<file path="config.mk">
export PLATFORM = sky130hd
export DESIGN_NAME = pc_sequencer
export DESIGN_NICKNAME = d
export VERILOG_FILES = /design/src/rtl/pc_sequencer.sv
export SDC_FILE = /design/constraint.sdc
export NUM_CORES = 1
export LEC_CHECK = 0
export BUFFER_PORTS_ARGS = -buffer_cell sky130_fd_sc_hd__buf_2
export CELL_PAD_IN_SITES_DETAIL_PLACEMENT = 0
export CELL_PAD_IN_SITES_GLOBAL_PLACEMENT = 1
export CORE_MARGIN = 5
export CORE_UTILIZATION = 34
export DETAILED_ROUTE_END_ITERATION = 12
export PLACE_DENSITY_LB_ADDON = 0.05
export SETUP_SLACK_MARGIN = 0.05
export SLEW_MARGIN = 0
export SYNTH_ARGS = -nofsm -noshare
export SYNTH_HDL_FRONTEND = slang
export SYNTH_SLANG_ARGS = --single-unit
</file>
<file path="constraint.sdc">
create_clock -name clk -period 4.3 [get_ports clk]
set_input_delay 0.215 -clock clk [delete_from_list [all_inputs] [get_ports clk]]
set_output_delay 0.215 -clock clk [all_outputs]
set_load 0.03 [all_outputs]
</file>
<file path="src/rtl/pc_sequencer.sv">
// Registered MIPS fetch-PC sequencer: next-PC selection, fetch stalls, JR alignment trap, halt-on-zero.
// Define PC_DELAY_SLOT_EN to enable architectural branch delay slots (SLOT state, link_pc = pc + 8).
module pc_sequencer #(
  parameter int          ADDR_W       = 32,
  parameter logic [31:0] RESET_VECTOR = 32'hBFC0_0000,
  parameter logic [31:0] EXC_VECTOR   = 32'hBFC0_0380
) (
  input  logic              clk,
  input  logic              rst_n,
  input  logic              stall,
  input  logic              instr_valid,
  input  logic [1:0]        pc_sel,
  input  logic              is_true,
  input  logic [15:0]       imm,
  input  logic [25:0]       j_addr,
  input  logic [ADDR_W-1:0] reg_data_a,
  output logic [ADDR_W-1:0] pc,
  output logic [ADDR_W-1:0] link_pc,
  output logic              in_delay_slot,
  output logic              addr_err,
  output logic              active
);

  typedef enum logic [1:0] {RUN, SLOT, HALT} state_e;
  typedef enum logic [1:0] {
    SEL_INC    = 2'b00,
    SEL_BRANCH = 2'b01,
    SEL_JUMP   = 2'b10,
    SEL_JR     = 2'b11
  } sel_e;

  localparam logic [ADDR_W-1:0] RST_PC = ADDR_W'(RESET_VECTOR);
  localparam logic [ADDR_W-1:0] EXC_PC = ADDR_W'(EXC_VECTOR);

  state_e            state_q, state_d;
  logic [ADDR_W-1:0] pc_q, pc_d;
  logic              addr_err_q, addr_err_d;
`ifdef PC_DELAY_SLOT_EN
  logic [ADDR_W-1:0] pending_q, pending_d;
`endif

  logic              advance;
  logic              redirect;
  logic              jr_misaligned;
  logic [ADDR_W-1:0] slot_pc;
  logic [ADDR_W-1:0] target;

  assign advance = instr_valid && !stall && (state_q != HALT);
  assign slot_pc = pc_q + ADDR_W'(4);

  // Target decode; all targets are relative to the delay-slot address pc + 4.
  // NOTE: every always_comb output gets a default first so no path can infer a latch.
  always_comb begin
    redirect      = 1'b0;
    jr_misaligned = 1'b0;
    target        = '0;
    case (sel_e'(pc_sel))
      SEL_INC: ;
      SEL_BRANCH: begin
        redirect = is_true;
        target   = slot_pc + {{(ADDR_W-18){imm[15]}}, imm, 2'b00};
      end
      SEL_JUMP: begin
        redirect = 1'b1;
        target   = {slot_pc[ADDR_W-1:28], j_addr, 2'b00};
      end
      SEL_JR: begin
        jr_misaligned = (reg_data_a[1:0] != 2'b00);
        redirect      = !jr_misaligned;
        target        = reg_data_a;
      end
    endcase
  end

  always_comb begin
    state_d    = state_q;
    pc_d       = pc_q;
    addr_err_d = 1'b0;
`ifdef PC_DELAY_SLOT_EN
    pending_d  = pending_q;
`endif
    if (advance) begin
      case (state_q)
        RUN: begin
          if (jr_misaligned) begin
            pc_d       = EXC_PC;
            addr_err_d = 1'b1;
          end else if (redirect) begin
`ifdef PC_DELAY_SLOT_EN
            pc_d      = slot_pc;
            pending_d = target;
            state_d   = SLOT;
`else
            pc_d = target;
            if (target == '0) state_d = HALT;
`endif
          end else begin
            pc_d = slot_pc;
          end
        end
`ifdef PC_DELAY_SLOT_EN
        // The slot instruction's own pc_sel is ignored; the saved target wins.
        SLOT: begin
          pc_d      = pending_q;
          pending_d = '0;
          state_d   = (pending_q == '0) ? HALT : RUN;
        end
`endif
        default: ;
      endcase
    end
  end

  // NOTE: sequential state uses non-blocking assignments so every register samples pre-edge values.
  always_ff @(posedge clk or negedge rst_n) begin
    if (!rst_n) begin
      state_q    <= RUN;
      pc_q       <= RST_PC;
      addr_err_q <= 1'b0;
`ifdef PC_DELAY_SLOT_EN
      pending_q  <= '0;
`endif
    end else begin
      state_q    <= state_d;
      pc_q       <= pc_d;
      addr_err_q <= addr_err_d;
`ifdef PC_DELAY_SLOT_EN
      pending_q  <= pending_d;
`endif
    end
  end

  assign pc       = pc_q;
  assign addr_err = addr_err_q;
  assign active   = (state_q != HALT);
`ifdef PC_DELAY_SLOT_EN
  assign in_delay_slot = (state_q == SLOT);
  assign link_pc       = pc_q + ADDR_W'(8);
`else
  assign in_delay_slot = 1'b0;
  assign link_pc       = slot_pc;
`endif

endmodule

</file>
=== Word-level counts from Yosys, hierarchy flattened ===
Cells that the tools add are included.

* Register bits: 34
* Input port bits: 81
* Output and inout port bits: 67

* Add/sub/neg operators: 2
* Equality and inequality tests: 3
* Multiplexer cells: 8
* Bitwise gates (word level): 2
* Reductions and logical operators: 9

{| class="wikitable"
|+ Operators with widths
! cell !! number
|-
| 32-bit one-hot mux with 3 select lines || 1
|-
| 32-bit 2-to-1 mux || 2
|-
| 32-bit by 3-bit adder with 32-bit output (second input constant) || 1
|-
| 32-bit adder || 1
|-
| 32-bit zero test || 1
|-
| 5-bit AND reduction || 1
|-
| 2-bit == test (second input constant) || 2
|-
| 1-bit 2-to-1 mux || 4
|-
| 1-bit one-hot mux with 3 select lines || 1
|-
| 2-bit by 1-bit == test with 1-bit output (second input constant) || 1
|-
| 1-bit logical AND || 2
|-
| 1-bit zero test || 2
|-
| 2-bit zero test || 1
|-
| 1-bit inverter || 2
|-
| 2-bit AND reduction || 1
|-
| 2-bit nonzero test || 1
|}

=== Longest topological paths before layout ===
Gate-level depths: netlist of run 1.

* Depth in word-level cells: 5
* Depth in mapped cells: 20

=== Least setup slack after synthesis of run 1 ===
Ideal clock, no wire load.

* Path kind: reg2reg
* From: register pc_q[2] (netlist: pc[2])
* To: register state_q[1]
* Arrival: 4768 ps
* Path slack: -535 ps
* Cell stages (with the launch flop): 19
* Buffers on the path: 1
* Path through: dfrtp_1 > ha_1 > nand4_1 > nor2_1 > nand2_1 > nor2_1 > nand4_1 > xnor2_1 > ha_1 > buf_6 > a21o_1 > a221oi_1 > o211a_1 > o21ai_1 > xor2_1 > and3_1 > or4_1 > nor4b_2 > a41o_1

* Longest elaborated chain between the ends: 5

{| class="wikitable"
|+ Ends and longest elaborated chain
! element !! RTL line !! text
|-
| start: declaration || 36 || <nowiki>logic [ADDR_W-1:0] pc_q, pc_d;</nowiki>
|-
| start signal: assignment || 125 || <nowiki>pc_q <= pc_d;</nowiki>
|-
| 32-bit by 3-bit adder with 32-bit output || 49 || <nowiki>assign slot_pc = pc_q + ADDR_W'(4);</nowiki>
|-
| named net link_pc[18] || 18 || <nowiki>output logic [ADDR_W-1:0] link_pc,</nowiki>
|-
| 32-bit adder || 61 || <nowiki>target = slot_pc + {{(ADDR_W-18){imm[15]}}, imm, 2'b00};</nowiki>
|-
| 32-bit one-hot mux with 3 select lines || 57 || <nowiki>case (sel_e'(pc_sel))</nowiki>
|-
| 32-bit zero test || 95 || <nowiki>if (target == '0) state_d = HALT;</nowiki>
|-
| 5-bit AND reduction (no source line) || - ||
|-
| end signal: assignment || 124 || <nowiki>state_q <= state_d;</nowiki>
|-
| end: declaration || 35 || <nowiki>state_e state_q, state_d;</nowiki>
|}

The timed path passes the listed nets, and every way through them passes these cells.
A chain may end at the register's enable or synchronous reset.

=== Worst setup path in the final report of run 1 ===
* From: register pc_q[2] (netlist: pc[2])
* To: register state_q[1]

* Longest elaborated chain between the ends: 5

{| class="wikitable"
|+ Ends and longest elaborated chain
! element !! RTL line
|-
| 32-bit by 3-bit adder with 32-bit output (*) || 49
|-
| 32-bit adder || 61
|-
| 32-bit one-hot mux with 3 select lines (*) || 57
|-
| 32-bit zero test (*) || 95
|-
| 5-bit AND reduction (no source line) (*) || -
|}

Mark *: on every way between the ends. The rest lies on a longest branch, timed or not.

==> results_dict.tcl, run 1 <==
set metrics [dict create \
    hold_path_class "in -> async" \
    cts_tree "done" \
    skew_ns 0.006869 \
    rsz0062_at_grt "true" \
    critPathCaptureType "flip-flop" \
    netlist_area_sq_um 4860 \
    cts-htree-levels 2 \
    grt_pass1_wl_microns 32490 \
    finalHoldViolations 0 \
    clock-root-buffer "clkbuf_16" \
    synthMuxAreaShare_pct 7.286 \
    clk_latency_ns 0.28 \
    overflow 0 \
    finalCriticalPeriod_ns 4.116 \
    power_mw 2.737 \
    synth_warnings 0 \
    max_freq_mhz 242.9 \
    clockBufferDepth 2 \
    cap_violations 0 \
    p_sw_share_pct 50.73 \
    dpl.cell_count 1019 \
    drive_gt1_share_pct 38.53 \
    worst_pin_slew_ns 1.259 \
    status "finished, final reports clean" \
    powerDensity_nw_per_um2 399.9 \
    synthAdderAreaFrac_pct 9.681 \
    clk_pin_slew_ns 0.06 \
    setup_viol 0 \
    finalCritPeriodShare_pct 95.73 \
    worst_slack_ns 0.1837 \
    clock-sinks 34 \
    place_area_sq_um 6384 \
    cp.arrival_ns 4.33 \
    core_area_sq_um 13930 \
    final_common_cell "buf_2" \
    synth_compound_area_share_pct 30.18 \
    die_area_sq_um 16780 \
    synth-seq-cells 34 \
    netlist_instances 649 \
    max_slew_margin_pct 16.04 \
    vias 5885 \
    p_sw_mw 1.389 \
    p_seq_share_pct 17.7 \
    synthSimpleGateAreaFrac_pct 21.81 \
    synth-async-reset-ratio_pct 100.0 \
    die_h_microns 129.6 \
    post-route-cell-area_sq_um 6845 \
    ios 148 \
    internal-power_mw 1.349 \
    pwr-share-comb_pct 69.1 \
    avgViaCountPerCell 5.664 \
    synth_cell_types 72 \
    cp.required_ns 4.51 \
    grt_pass1_vias 5818 \
    num-nets-final 976 \
    synthXorXnorAreaFrac_pct 8.471 \
    startpoint_type "flip-flop" \
    synth_nets 767 \
    dp.final_hpwl_microns 16910 \
    crit_fanout 6 \
    initial_core_util_pct 34.87 \
    place.gp.congestion 0.9637 \
    drtIter0Drc 469 \
    antenna_found_initial 0 \
    dr.pass1.iters 5 \
    dieWidth_microns 129.6 \
    synth_flop_cell "dfrtp_1" \
    wl_per_cell_microns 20.39 \
    hold_ws_ns 0.03068 \
    routed_wl_microns 21180 \
    area_growth_pct 40.86 \
    rows 43 \
    crit_type "reg -> reg" \
    io_buffer_count 146 \
    synth_top_family_by_area "compound AO/OA/AOI/OAI gates" \
    route.detailed.drc 0 \
    pwr-share-clk_pct 13.2 \
    hold_buffers 0 \
    ir_drop_mv 0.2261 \
    setup_tns_ns 0 \
    n_fill_cell 1440 \
    synth.top_cell.area_share_pct 12.87 \
    grt_util_all_layers_pct 24.74 \
    grt_max_degree 35 \
    final_cell_mix "146 x buf_2, 88 x buf_4, 62 x a21oi_1, 58 x nand2_1, 54 x nor2_1" \
    final_util_pct 49.12 \
    syn_area_per_cell_sq_um 7.488 \
    ant_nets 0 \
    synth_top_area_cell "dfrtp_1" \
    slew_violations 0 \
    cts_made_buffers 5 \
    final_cells 1039 \
    synth_edf_count 0 \
    ys_seq_area_share_pct 17.74 \
    diodes 0 \
    power.leakage_nw 3.272 \
    netlist_top_cells_area "dfrtp_1 13%, ha_1 9.3%, a21oi_1 6.9%" \
    place_ws_ns -0.06031 \
]
==> state kept, by name, summed over array words and instances (netlist names) <==
name / count
pc: 32
addr_err: 1
state_q: 1
==> cell usage after synthesis (all sizes together), types with 11 or more instances <==
| master | n |
|---|---|
| xnor2 | 30 |
| mux2 | 11 |
| nand3 | 21 |
| nand2 | 60 |
| buf | 12 |
| a21oi | 69 |
| clkbuf | 20 |
| nor2 | 57 |
| inv | 22 |
| o21ai | 56 |
| a211oi | 15 |
| xor2 | 17 |
| nand4 | 17 |
| nor3 | 12 |
| mux2i | 23 |
| a21o | 12 |
| dfrtp | 25 |
| ha | 36 |
| and3 | 14 |
==> layer usage <==
metal / share of wire, % / GRT usage (%)
met4: 1.9 / 5.746
met3: 6.3 / 3.792
met2: 44 / 38.48
met1: 48 / 36.11
met5: 0 / 0
==> power groups by stage <==
stage | registers, mW | clock network [mW] | logic, mW
after floorplan | 0.611 | 0 | 1.01
after global placement | 0.485 | 0 | 1.77
after detailed placement | 0.490 | 0 | 1.76
after CTS | 0.485 | 0.363 | 1.78
after global routing | 0.496 | 0.383 | 2.04
final | 0.486 | 0.361 | 1.89
==> what timing repair did <==
item                       CTS  global route
pin swaps                    1            27
hold endpoints to repair     0             0
setup endpoints to repair    1             6
setup buffers                0            12
resized for setup            3            44
==> logic make-up after synthesis <==
kind of cell             after synthesis
flip-flops                            34
AO/OA/AOI/OAI                        227
other                                  1
XOR/XNOR                              47
adder cells (fa/ha/maj)               37
AND/OR/NAND/NOR                      215
multiplexers                          34
buffers and inverters                 54
==> worst paths after layout <==
kind                               start         end  slack [ns]  cells after the start
setup / recovery                   pc[2]  state_q[1]        0.18                     18
hold / removal                     rst_n      pc[30]        0.03                      1
setup reg to reg                   pc[2]  state_q[1]        0.18                     18
hold reg to reg                   pc[31]      pc[31]        0.54                      1
max in group asynchronous          rst_n       pc[6]        3.70                      1
min in group clk           reg_data_a[1]    addr_err        0.34                      3
==> critical path: stages, from the launching register on <==
cell      delay (ns)
dfrtp_2         0.41
ha_4            0.16
nand4_1         0.18
nor2_2          0.18
nand2_1         0.07
nor2_2          0.12
nand4_1         0.22
xnor2_4         0.26
ha_4            0.26
a21o_4          0.24
a21o_1          0.16
a21oi_2         0.20
and3_4          0.22
a211oi_2        0.07
xnor2_1         0.19
o22ai_2         0.10
or4_4           0.54
nor4b_4         0.30
a41o_1          0.18
==> area by class of cell <==
cell class | count | area, sq um | area share (%)
Timing Repair Buffer | 234 | 1391 | 20.33
Clock buffer | 6 | 128.9 | 1.883
Tap cell | 180 | 225.2 | 3.290
Clock inverter | 2 | 13.76 | 0.2011
Multi-Input combinational cell | 561 | 4134 | 60.39
Inverter | 22 | 82.58 | 1.206
Sequential cell | 34 | 869.6 | 12.70
Note: power is estimated with default switching activity, not from simulation.
==> run 2, diff against run 1 <==
Settings changed: BUFFER_PORTS_ARGS -buffer_cell sky130_fd_sc_hd__buf_2 to not set, CORE_UTILIZATION 34 to 42, DONT_BUFFER_PORTS set to 1, GPL_TIMING_DRIVEN set to 0.
==> run 2 against run 1 <==
The flow now finishes with violations (setup timing). Sequential share of layout area grew 1.7 points. Worst setup slack lost 0.53 ns. Global-route usage grew 3.2 points. Final cell count shrank 21%. Clock skew shrank 0.0046 ns. Non-clock buffer count shrank 182. Combinational power shrank 20%. Clock-buffer cell count is the same. Hold slack gained 0.19 ns. Largest cell class unchanged.
==> results_dict.tcl, run 2 (synthesis results as in run 1) <==
set metrics [dict create \
    max_slew_margin_pct 34.37 \
    grt_pass1_wl_microns 31210 \
    r2r_cells 14 \
    route.detailed.drc 0 \
    slowest_stage "dfrtp_2" \
    avgViaCountPerCell 6.651 \
    rsz0062_at_grt "true" \
    dpl.cell_count 792 \
    vias 5454 \
    reg2reg_setup_slack_ns -0.35 \
    p_sw_share_pct 53.07 \
    ir_drop_mv 0.2661 \
    startpoint_type "flip-flop" \
    grt_pass1_vias 5432 \
    clk_latency_ns 0.28 \
    p_seq_share_pct 26.7 \
    largest_reg_flops 32 \
    dieWidth_microns 117.6 \
    core_area_sq_um 11370 \
    cp.required_ns 4.51 \
    slew_violations 0 \
    drtIter0Drc 509 \
    reg2reg_from "pc[4]" \
    crit_buf_inv 0 \
    cts_made_buffers 5 \
    clk_pin_slew_ns 0.06 \
    diodes 0 \
    ant_nets 0 \
    worst_pin_slew_ns 0.9812 \
    drive_gt1_share_pct 26.59 \
    cts-htree-levels 2 \
    finalCriticalPeriod_ns 4.649 \
    finalHoldViolations 0 \
    rows 39 \
    skew_ns 0.002233 \
    final_cells 820 \
    grt_max_degree 35 \
    antenna_found_initial 1 \
    place_ws_ns -1.071 \
    routed_wl_microns 20590 \
    io_buffer_count 0 \
    dr.pass1.iters 5 \
    hold_path_class "in -> reg" \
    cp.arrival_ns 4.86 \
    p_sw_mw 1.368 \
    violations "setup timing" \
    grt_util_all_layers_pct 27.97 \
    clock-root-buffer "clkbuf_16" \
    cts_tree "done" \
    cp_top_family "simple AND/OR/NAND/NOR gates" \
    final_common_cell "a21oi_1" \
    finalCritPeriodShare_pct 108.1 \
    num-nets-final 794 \
    hold_start "reg_data_a[1]" \
    reg2reg_to "state_q[1]" \
    final_cell_mix "61 x a21oi_1, 56 x nand2_1, 52 x nor2_1, 47 x o21ai_0, 28 x ha_1" \
    powerDensity_nw_per_um2 417.5 \
    status "complete, but fails checks" \
    internal-power_mw 1.210 \
    overflow 0 \
    hold_depth 2 \
    clockBufferDepth 2 \
    setup_viol 3 \
    slowest_delay_ns 0.56 \
    die_area_sq_um 13820 \
    max_freq_mhz 215.1 \
    dp.final_hpwl_microns 15850 \
    worst_path_most_repeated_cell "nand4_1" \
    place.gp.congestion 0.9754 \
    crit_fanout 8 \
    path_cells "nand3_2 -> nor2_2 -> nand3_1 -> xnor2_4 -> ha_1 -> a21oi_2 -> o21ai_0 -> or3_1 -> a32oi_1 -> nand4_1 -> nor4b_2 -> nand4_1 -> nor4b_4 -> a41o_1" \
    power.leakage_nw 2.526 \
    initial_core_util_pct 42.74 \
    clock-sinks 34 \
    critPathCaptureType "flip-flop" \
    worst_slack_ns -0.3489 \
    final_util_pct 54.31 \
    pwr-share-comb_pct 58.8 \
    n_fill_cell 1106 \
    crit_type "reg -> reg" \
    area_growth_pct 27.06 \
    min_to "addr_err" \
    wl_per_cell_microns 25.11 \
    cap_violations 0 \
    die_h_microns 117.6 \
    pwr-share-clk_pct 14.5 \
    ios 148 \
    crit_start "pc[4]" \
]
## run 2: cell count changes in the layout (fill, tap and decap cells not counted), sizes merged
cell,change
clkinvlp,+1
clkinv,-1
clkbuf,+16
buf,-199
dlygate4sd3,+1
## run 2: worst max path at each step
stage / end / slack, ns / depth (start not counted)
2_1_floorplan: state_q[1] / -0.02 / 17
3_3_place_gp: state_q[1] / -1.08 / 14
3_5_place_dp: state_q[1] / -1.07 / 14
4_1_cts: state_q[1] / -0.33 / 19
5_1_grt: state_q[1] / -0.46 / 19
6_report: state_q[1] / -0.35 / 14
## run 2: per-stage QoR
| stage | TNS (ns) | hold WS, ns | power (mW) | instance area, sq um |
|---|---|---|---|---|
| 6_report | -0.4435 | 0.2254 | 2.578 | 6175 |
| 5_1_grt | -1.077 | 0.2769 | 2.723 | 6175 |
| 4_1_cts | -0.6249 | 0.2299 | 2.455 | 5877 |
| 3_5_place_dp | -7.030 | -0.07867 | 1.942 | 5181 |
| 3_3_place_gp | -6.895 | -0.07881 | 1.931 | 5181 |
| 2_1_floorplan | -0.01569 | -0.08059 | 1.618 | 5002 |
## run 2: power by group through the flow
| stage | logic (mW) | clock network (mW) | registers, mW |
|---|---|---|---|
| 6_report | 1.51 | 0.374 | 0.689 |
| 5_1_grt | 1.63 | 0.396 | 0.702 |
| 4_1_cts | 1.40 | 0.380 | 0.678 |
| 3_5_place_dp | 1.29 | 0 | 0.655 |
| 3_3_place_gp | 1.28 | 0 | 0.653 |
| 2_1_floorplan | 1.01 | 0 | 0.611 |
## run 2: routing by layer
metal / vias to the layer above / wire length, microns / global-route usage (%)
li1: 2491 / - / -
met2: 263 / 9767 / 46.15
met5: - / 0 / 0
met4: 0 / 439 / 7.025
met1: 2665 / 8799 / 37.51
met3: 35 / 1584 / 5.574
## run 2: what timing repair did
action | in CTS | in global routing
endpoints found under the setup margin | 18 | 13
gates cloned | 0 | 0
pin swaps | 29 | 33
buffers inserted | 16 | 6
resized for setup | 77 | 50
hold buffers | 2 | 0
hold endpoints to repair | 34 | 0
## run 2: area by class of cell
class,instances,area [sq um],share of cell area (%)
Sequential cell,34,888.4,14.39
Clock buffer,6,138.9,2.249
Clock inverter,2,12.51,0.2026
Timing Repair Buffer,24,198.9,3.222
Multi-Input combinational cell,561,4541,73.54
Tap cell,143,178.9,2.898
Inverter,22,82.58,1.337
Buffer,28,133.9,2.168
